`src/rtl/lut_mod_reduce_if.sv`:
```
// lut_mod_reduce_if: handshake bundle for the serial modular reducer.
//   in_valid / in_ready / x_in    : operand acceptance (valid/ready)
//   out_valid / out_ready / y_out : result delivery (valid/ready)
// The master modport is the environment side (multiplier upstream and
// consumer downstream). The slave modport is the reducer itself.
interface lut_mod_reduce_if #(
  parameter int Q_W  = 49,
  parameter int IN_W = 98
);
  logic            in_valid;
  logic            in_ready;
  logic [IN_W-1:0] x_in;
  logic            out_valid;
  logic            out_ready;
  logic [Q_W-1:0]  y_out;

  modport master (
    output in_valid, x_in, out_ready,
    input  in_ready, out_valid, y_out
  );

  modport slave (
    input  in_valid, x_in, out_ready,
    output in_ready, out_valid, y_out
  );
endinterface

```
`src/rtl/lut_mod_reduce.sv`:
```
// lut_mod_reduce: serial reducer computing x_in mod Q by Horner accumulation
// over 5-bit digits, most significant digit first. Each step forms
// t = acc*32 + d. The top 5 bits of t address a registered residue LUT that
// holds (c * 2^Q_W) mod Q. The LUT word is added to the low Q_W bits of t and
// the sum is brought back below Q with at most two conditional subtractions.
//
// Ports:
//   clk, rst  : clock, asynchronous active-high reset
//   bus       : lut_mod_reduce_if.slave (in_valid/in_ready/x_in,
//               out_valid/out_ready/y_out)
//   lut_addr  : registered 5-bit address to the residue LUT
//   lut_data  : LUT output, valid one cycle after lut_addr is sampled
//   op_cnt    : completed-operation counter, only when MODRED_CNT_EN is defined
//
// Optional feature macro: MODRED_CNT_EN (adds the op_cnt register and port).
module lut_mod_reduce #(
  parameter int             Q_W  = 49,
  parameter int             IN_W = 98,
  parameter logic [Q_W-1:0] Q    = 49'd549824583172097
) (
  input  logic             clk,
  input  logic             rst,
  lut_mod_reduce_if.slave  bus,
  output logic [4:0]       lut_addr,
  input  logic [Q_W-1:0]   lut_data
`ifdef MODRED_CNT_EN
  ,
  output logic [31:0]      op_cnt
`endif
);

  localparam int ND = (IN_W + 4) / 5;
  localparam int XW = ND * 5;
  localparam int KW = (ND > 1) ? $clog2(ND) : 1;

  typedef enum logic [1:0] {IDLE, ADDR, ACC, DONE} state_t;

  state_t          state, state_nxt;
  logic [XW-1:0]   x_ext;
  logic [XW-1:0]   x_r;      // remaining digits; the next one is always on top
  logic [Q_W-1:0]  low;      // t[Q_W-1:0] of the step in flight
  logic [Q_W-1:0]  acc;
  logic [Q_W-1:0]  acc_red;
  logic [KW-1:0]   k;
  logic            out_valid_r;
  logic [Q_W-1:0]  y_out_r;

  // Sum is below 2^Q_W + Q, which is below 3Q, so two subtractions suffice.
  function automatic logic [Q_W-1:0] mod_reduce3(input logic [Q_W:0] s);
    logic [Q_W:0] r;
    r = s;
    if (r >= {1'b0, Q}) r = r - {1'b0, Q};
    if (r >= {1'b0, Q}) r = r - {1'b0, Q};
    return r[Q_W-1:0];
  endfunction

  assign x_ext   = XW'(bus.x_in);
  assign acc_red = mod_reduce3({1'b0, low} + {1'b0, lut_data});

  // State register
  always_ff @(posedge clk or posedge rst) begin
    if (rst) state <= IDLE;
    else     state <= state_nxt;
  end

  // Next-state logic
  always_comb begin
    state_nxt = state;
    case (state)
      IDLE: if (bus.in_valid)  state_nxt = ADDR;
      ADDR:                    state_nxt = ACC;
      ACC:  state_nxt = (k == '0) ? DONE : ADDR;
      DONE: if (bus.out_ready) state_nxt = IDLE;
      default:                 state_nxt = IDLE;
    endcase
  end

  // Output logic
  always_comb begin
    bus.in_ready = (state == IDLE);
  end

  // The address for a step is registered on the edge that enters ADDR, so it
  // is already stable when the LUT samples it on the ADDR->ACC edge. For the
  // first digit acc is zero, so the address is zero and low is the digit.
  always_ff @(posedge clk or posedge rst) begin
    if (rst) begin
      acc         <= '0;
      k           <= '0;
      lut_addr    <= 5'd0;
      out_valid_r <= 1'b0;
      y_out_r     <= '0;
    end else begin
      case (state)
        IDLE: if (bus.in_valid) begin
          acc      <= '0;
          k        <= KW'(ND - 1);
          lut_addr <= 5'd0;
        end
        ACC: begin
          acc <= acc_red;
          if (k == '0) begin
            y_out_r     <= acc_red;
            out_valid_r <= 1'b1;
          end else begin
            k        <= k - 1'b1;
            lut_addr <= acc_red[Q_W-1 -: 5];
          end
        end
        DONE: if (bus.out_ready) out_valid_r <= 1'b0;
        default: ;
      endcase
    end
  end

  // Operand shift register and low half of t; meaningless outside an
  // operation, so they carry no reset.
  always_ff @(posedge clk) begin
    if (state == IDLE && bus.in_valid) begin
      x_r <= x_ext << 5;
      low <= {{(Q_W-5){1'b0}}, x_ext[XW-1 -: 5]};
    end else if (state == ACC && k != '0) begin
      x_r <= x_r << 5;
      low <= {acc_red[Q_W-6:0], x_r[XW-1 -: 5]};
    end
  end

  assign bus.out_valid = out_valid_r;
  assign bus.y_out     = y_out_r;

`ifdef MODRED_CNT_EN
  logic [31:0] op_cnt_r;

  always_ff @(posedge clk or posedge rst) begin
    if (rst)                             op_cnt_r <= '0;
    else if (state == DONE && bus.out_ready) op_cnt_r <= op_cnt_r + 32'd1;
  end

  assign op_cnt = op_cnt_r;
`endif

endmodule

```
`src/flat_wrapper.sv`:
```
// flat-port wrapper written by rule: the top's interface ports become plain ports
module lut_mod_reduce_flat 
#(
  parameter int             Q_W  = 49,
  parameter int             IN_W = 98,
  parameter logic [Q_W-1:0] Q    = 49'd549824583172097
)
  (clk, rst, lut_addr, lut_data, bus_in_valid, bus_x_in, bus_out_ready, bus_in_ready, bus_out_valid, bus_y_out);
  lut_mod_reduce_if #(.Q_W(Q_W), .IN_W(IN_W)) bus_i ();
  input  logic clk;
  input  logic rst;
  output logic [4:0] lut_addr;
  input  logic [Q_W-1:0] lut_data;
  input wire logic [$bits(bus_i.in_valid)-1:0] bus_in_valid;
  input wire logic [$bits(bus_i.x_in)-1:0] bus_x_in;
  input wire logic [$bits(bus_i.out_ready)-1:0] bus_out_ready;
  output wire logic [$bits(bus_i.in_ready)-1:0] bus_in_ready;
  output wire logic [$bits(bus_i.out_valid)-1:0] bus_out_valid;
  output wire logic [$bits(bus_i.y_out)-1:0] bus_y_out;
  assign bus_i.in_valid = bus_in_valid;
  assign bus_i.x_in = bus_x_in;
  assign bus_i.out_ready = bus_out_ready;
  assign bus_in_ready = bus_i.in_ready;
  assign bus_out_valid = bus_i.out_valid;
  assign bus_y_out = bus_i.y_out;
  lut_mod_reduce #(.Q_W(Q_W), .IN_W(IN_W), .Q(Q)) u_core (.clk(clk), .rst(rst), .bus(bus_i), .lut_addr(lut_addr), .lut_data(lut_data));
endmodule
```
`config.mk`:
```
export PLATFORM = sky130hd
export DESIGN_NAME = lut_mod_reduce_flat
export DESIGN_NICKNAME = d
export VERILOG_FILES = /design/src/rtl/lut_mod_reduce_if.sv /design/src/rtl/lut_mod_reduce.sv /design/src/flat_wrapper.sv
export SDC_FILE = /design/constraint.sdc
export NUM_CORES = 1
export LEC_CHECK = 0
export CAP_MARGIN = 10
export CELL_PAD_IN_SITES_DETAIL_PLACEMENT = 0
export CELL_PAD_IN_SITES_GLOBAL_PLACEMENT = 1
export CORE_UTILIZATION = 42
export CTS_CLUSTER_SIZE = 25
export DETAILED_ROUTE_END_ITERATION = 16
export PLACE_DENSITY = 0.9
export SLEW_MARGIN = 30
export SYNTH_ARGS = -nofsm -noshare
export SYNTH_HDL_FRONTEND = slang
export SYNTH_SLANG_ARGS = --single-unit
```
`constraint.sdc`:
```
create_clock -name clk -period 9.6 [get_ports clk]
set_clock_uncertainty 0.1 [all_clocks]
set_input_delay 2.4 -clock clk [delete_from_list [all_inputs] [get_ports clk]]
set_output_delay 2.4 -clock clk [all_outputs]
set_load 0.03 [all_outputs]
```
* Word level (Yosys, flattened, before mapping)
Cells that the tools add are included.
** Word-level totals
- Bits in registers :: 206
- Input port bits :: 151
- Output and inout bits :: 56
- Logic and storage cells :: 52
** Cells by class
- $add $sub $neg :: 4
- Order comparisons :: 2
- Equality and inequality tests :: 7
- Muxes and demuxes :: 19
- Reductions and logical operators :: 12
** Operators with widths (number)
- 100-bit 2-to-1 mux :: 2
- 50-bit by 49-bit >= comparator with 1-bit output (second input constant) :: 2
- 49-bit by 49-bit adder with 50-bit output :: 1
- 50-bit 2-to-1 mux :: 1
- 50-bit by 49-bit subtractor with 50-bit output (second input constant) :: 1
- 49-bit 2-to-1 mux :: 1
- 49-bit subtractor (second input constant) :: 1
- 5-bit 2-to-1 mux :: 4
- 5-bit case mux with 2 select lines :: 2
- 2-bit case mux with 4 select lines :: 1
- 2-bit 2-to-1 mux :: 3
- 3-bit 2-to-1 mux :: 2
- 2-bit inequality test (second input constant) :: 3
- 3-bit AND reduction :: 2
- 2-bit nonzero test :: 3
- 5-bit logical NOT :: 1
- 5-bit nonzero test :: 1
- 5-bit by 1-bit subtractor with 5-bit output (second input constant) :: 1
- 2-bit == test (second input constant) :: 2
- 2-bit AND reduction :: 2
- 2-bit by 1-bit == test with 1-bit output (second input constant) :: 1
- 1-bit logical AND :: 2
- 2-bit logical NOT :: 1
- 1-bit 2-to-1 mux :: 2
- 2 further kinds :: 2

* Depth between registers and ports, before layout
- Depth in word-level cells :: 7
- Depth in mapped cells :: 31
- Gate-level depth less buffers :: 22

* Worst setup path before layout
OpenSTA, ideal clock, no wires.
- Kind :: input port to flip-flop
- From :: in lut_data[0]
- To :: reg u_core.low[43]
- Library setup time :: 0.117 ns
- Data arrival time :: 9.192 ns
- Data required time :: 9.383 ns
- Slack :: 0.191 ns
- Stages on the path :: 27
- Buffers on the path :: 6
- Path through :: ha_1 -> fa_1 -> a21o_1 -> a221oi_2 -> or4_4 -> nand2_1 -> xor2_1 -> or4_1 -> buf_2 -> or4_1 -> clkbuf_1 -> o21a_1 -> o2111ai_1 -> buf_4 -> and2_1 -> buf_4 -> clkbuf_1 -> buf_1 -> xnor2_1 -> ha_1 -> or3b_1 -> or4_1 -> o41ai_4 -> o21ai_1 -> mux2i_1 -> or3_1 -> a32o_1
** Between the ends
- Word-level cells in the longest chain between the ends :: 5
- Elaborated cells on any way between the ends :: 7
- Classes of those cells :: add/sub (3); order compare (2); mux (2)
** Ends and longest elaborated chain
- start: declaration :: line flat_wrapper.sv:13 : input logic [Q_W-1:0] lut_data;
- 49-bit by 49-bit adder with 50-bit output * :: line lut_mod_reduce.sv:58 : assign acc_red = mod_reduce3({1'b0, low} + {1'b0, lut_data});
- 50-bit by 49-bit subtractor with 50-bit output / 50-bit by 49-bit >= comparator with 1-bit output (equally long branches) :: line lut_mod_reduce.sv:52 : if (r >= {1'b0, Q}) r = r - {1'b0, Q};
- 50-bit 2-to-1 mux * :: line lut_mod_reduce.sv:52
- 49-bit subtractor / 50-bit by 49-bit >= comparator with 1-bit output (equally long branches) :: line lut_mod_reduce.sv:53 : if (r >= {1'b0, Q}) r = r - {1'b0, Q};
- 49-bit 2-to-1 mux * :: line lut_mod_reduce.sv:53
- end signal: assignment :: line lut_mod_reduce.sv:121 : low <= {{(Q_W-5){1'b0}}, x_ext[XW-1 -: 5]};
- end signal: assignment :: line lut_mod_reduce.sv:124 : low <= {acc_red[Q_W-6:0], x_r[XW-1 -: 5]};
- end: declaration :: line lut_mod_reduce.sv:41 : logic [Q_W-1:0] low;
Mark *: on every way between the ends. The rest lies on a longest branch, timed or not.
A chain may end at the register's enable or synchronous reset.

* Worst setup path in the final report
- From :: in lut_data[0]
- To :: reg u_core.y_out_r[33] (netlist: u_core.bus.y_out[33])
** Between the ends
- Word-level cells in the longest chain between the ends :: 5
- Elaborated cells on any way between the ends :: 7
- Classes of those cells :: add/sub (3); order compare (2); mux (2)
** Ends and longest elaborated chain
- 49-bit by 49-bit adder with 50-bit output * :: line lut_mod_reduce.sv:58
- 50-bit by 49-bit subtractor with 50-bit output / 50-bit by 49-bit >= comparator with 1-bit output (equally long branches) :: line lut_mod_reduce.sv:52
- 50-bit 2-to-1 mux * :: line lut_mod_reduce.sv:52
- 49-bit subtractor / 50-bit by 49-bit >= comparator with 1-bit output (equally long branches) :: line lut_mod_reduce.sv:53
- 49-bit 2-to-1 mux * :: line lut_mod_reduce.sv:53
- end signal: assignment :: line lut_mod_reduce.sv:103 : y_out_r <= acc_red;
- end: declaration :: line lut_mod_reduce.sv:46 : logic [Q_W-1:0] y_out_r;
Marks and branches as above.

==> impl_results.md <==
* Post-DP HPWL at between 40,000 and 50,000 um
* Most common cell after layout, fill and taps aside: nand2_1
* Via Count at 15,600
* Worst-margin pin slew at 0.877 ns
* Num ports at approximately 210
* Footprint of the multi-input gates at 0.00924 mm^2
* Main combinational cell family by area after synthesis: simple AND/OR/NAND/NOR gates
* Status: complete, no violations
* Final Cycle Share at 0.969
* Placer congestion estimate at between 0.9 and 1
* Kind of capture point of the worst setup path: flip-flop
* Worst-path clk slew at approximately 0.060 ns
* XOR/XNOR Fraction of Synth Area at 0.0673
* Arrival time of the worst setup path at around 9.6 ns
* Aggregate global routing overflow at 0
* # port buffers at 206
* Ys flop type: edfxtp_1
* Multiplexer share of the synthesized area at 0.0193
* Mapped Cells at 1,874
* Rows at between 60 and 70
* Most frequent cells in the layout: 479 x nand2_1, 206 x clkdlybuf4s50_1, 183 x buf_4
* Peak Freq at ~110 MHz
* Register area at between 0.005 and 0.006 mm^2
* Ratio of cells with drive above 1 in the final layout at 0.133
* DR vias/cell at 5.84
* Max-slew headroom at 0.415
* H-tree lvl count at 1
* DIE WIDTH at between 150 and 200 um
* Startpoint Class: input port
* Total CTS buffers at 22
* Largest net degree at the start of global routing at just over 100
* Crit path buffers/inverters at 5
* Max Cap Viol at 0
* Initial antenna violation count at 1
* Fin. Hold Viols at 0
* Die area at approximately 0.037 mm^2
* Worst R2R Start: u_core.low[2]$_DFFE_PP_
* Min Hold Slack at about 0.37 ns
* Synth warn at 0
* Async S/R FF share, synth at 0.301
* Syn Std Cell Area at 0.0151 mm^2
* CTS tree: done
* Area Growth Syn to Fin at 30.0%
* Top delay family on crit path: simple AND/OR/NAND/NOR gates
* CTS Hold Buffers Added at 0
* Final Setup Violations at 0
* Avg Synthesized Cell Area at around 8.1 um^2
* Height of the chip at about 190 um
* Starting DRT DRC Count at 1,232
* Flop and latch count out of synthesis at 206
* Adder-cell share of the synthesized area at 0.0461
* Worst hold path type: reg2reg
* Critical Path RT at 9.90 ns
* Final min period at 9.31 ns
* Worst stage delay on the critical path at just under 0.7 ns
* Worst skew pair latency at ~0.52 ns
* First-pass GRT wire length at 85,200 um
* Crit-path max FO at 11
* Synth cell types at 93
* Nets at about 2,400
* DRC at 0
* Placed cell area at ~0.019 mm^2
* Setup crit start: lut_data[0]
* Post-route cell area at just under 0.02 mm^2
* Simple-gate area share of the yosys netlist at 0.274
* Number of synthesized flops with an enable pin at 98
* Net count after synthesis at 2,080
* Number of global-route vias before repair at 14,900
* FILL cells at about 3,300
* Antenna diode count at 0
* Compound-Gate Fraction of Synth Area at 0.202
* RSZ-0062 raised after global routing: yes
* Drt wl/cell at 20.9 um
* CTS max path bufs at 3
* Post-CTS setup buffers at 0
* Hold path start: u_core.low[3]$_SDFFE_PP0P_
* Critical path class: in2reg
* Cell repeated most along the worst path: buf_4
* TritonRoute pass-1 iters at 5
* Sink Count at 206
* Remaining antenna violation count after routing at 0
* Critical path's slowest cell: a2111oi_1
* GRT Util Overall at 0.300
* Starting Density at 0.426
* Clk root buf: clkbuf_16
* Seq/Total Area, Yosys at 0.359
* Total Wirelength at between 50,000 and 60,000 um
* Pins over their slew limit at 0
* Core ar. at ~0.035 mm^2
stage by stage:
| stage | TNS (ns) | setup WS (ns) | cells | util |
|---|---|---|---|---|
| 2_1_floorplan | 0 | 0.191 | 1874 | - |
| 6_report | 0 | 0.295 | 2666 | 0.553 |
| 3_5_place_dp | -7.20 | -0.230 | 2626 | 0.530 |
| 4_1_cts | 0 | 0.299 | 2666 | 0.553 |
| 3_3_place_gp | -9.16 | -0.289 | 2626 | 0.529 |
| 5_1_grt | -0.0264 | -0.0120 | 2666 | 0.553 |
worst min-delay path: cells and delay by family (launching register included):
| kind | cells | cell delay [ns] |
|---|---|---|
| flip-flops | 1 | 0.32 |
| AND/OR/NAND/NOR | 2 | 0.11 |
what timing repair did:
action | 4_1_cts | 5_1_grt
setup endpoints to repair | 0 | 45
endpoints found under the hold margin | 0 | 0
resized for setup | 0 | 4
cell type report:
cell class                 count  area share
multi-input combinational   1544       0.471
sequential                   206       0.276
timing repair buffer         393       0.178
clock buffer                  28      0.0319
tap                          461      0.0294
clock inverter                12     0.00995
inverter                      22     0.00434
per-layer routing:
metal	up-vias	GRT usage	part of all wire
li1	7454	-	-
met1	7442	0.427	0.45
met2	590	0.472	0.45
met3	70	0.0597	0.080
met4	2	0.0595	0.018
met5	-	0	0.00027
flip-flops by register name, summed over array words and instances, names as in the netlist:
name                  cells
u_core.k                  5
u_core.bus.y_out         49
u_core.bus.out_valid      1
u_core.state              2
u_core.low               49
u_core.lut_addr           5
u_core.x_r               95
worst paths after layout:
check / cells past startpoint / to / slack (ns)
worst max-delay path: 26 / u_core.bus.y_out[33]$_DFFE_PP0P_ / 0.29
worst min-delay path: 2 / u_core.low[3]$_SDFFE_PP0P_ / 0.37
worst max register to register: 24 / u_core.bus.y_out[33]$_DFFE_PP0P_ / 2.19
worst min register to register: 2 / u_core.low[3]$_SDFFE_PP0P_ / 0.37
max in group asynchronous: 3 / u_core.bus.y_out[1]$_DFFE_PP0P_ / 6.44
min in group asynchronous: 3 / u_core.bus.y_out[36]$_DFFE_PP0P_ / 2.38
logic make-up after synthesis:
family,count (synthesis)
compound gates,450
flops,206
simple gates,896
buf+inv,124
fa+ha+maj,55
mux,27
xor+xnor,116
cell usage after synthesis, types with 25 or more instances:
cell type	instances	area share
nor3_1	42	0.014
xnor2_1	82	0.048
nand4_1	30	0.012
a21oi_1	92	0.030
and3_1	25	0.010
xor2_1	34	0.020
dfxtp_1	46	0.061
nor2_1	114	0.028
ha_1	54	0.045
clkbuf_1	88	0.022
nand2_1	480	0.12
nand3_1	70	0.023
edfxtp_1	98	0.19
o21ai_0	109	0.036
dfrtp_1	62	0.10
Power is not shown: default switching activity piles up to over one toggle a cycle in this logic, so the estimate is an artifact.
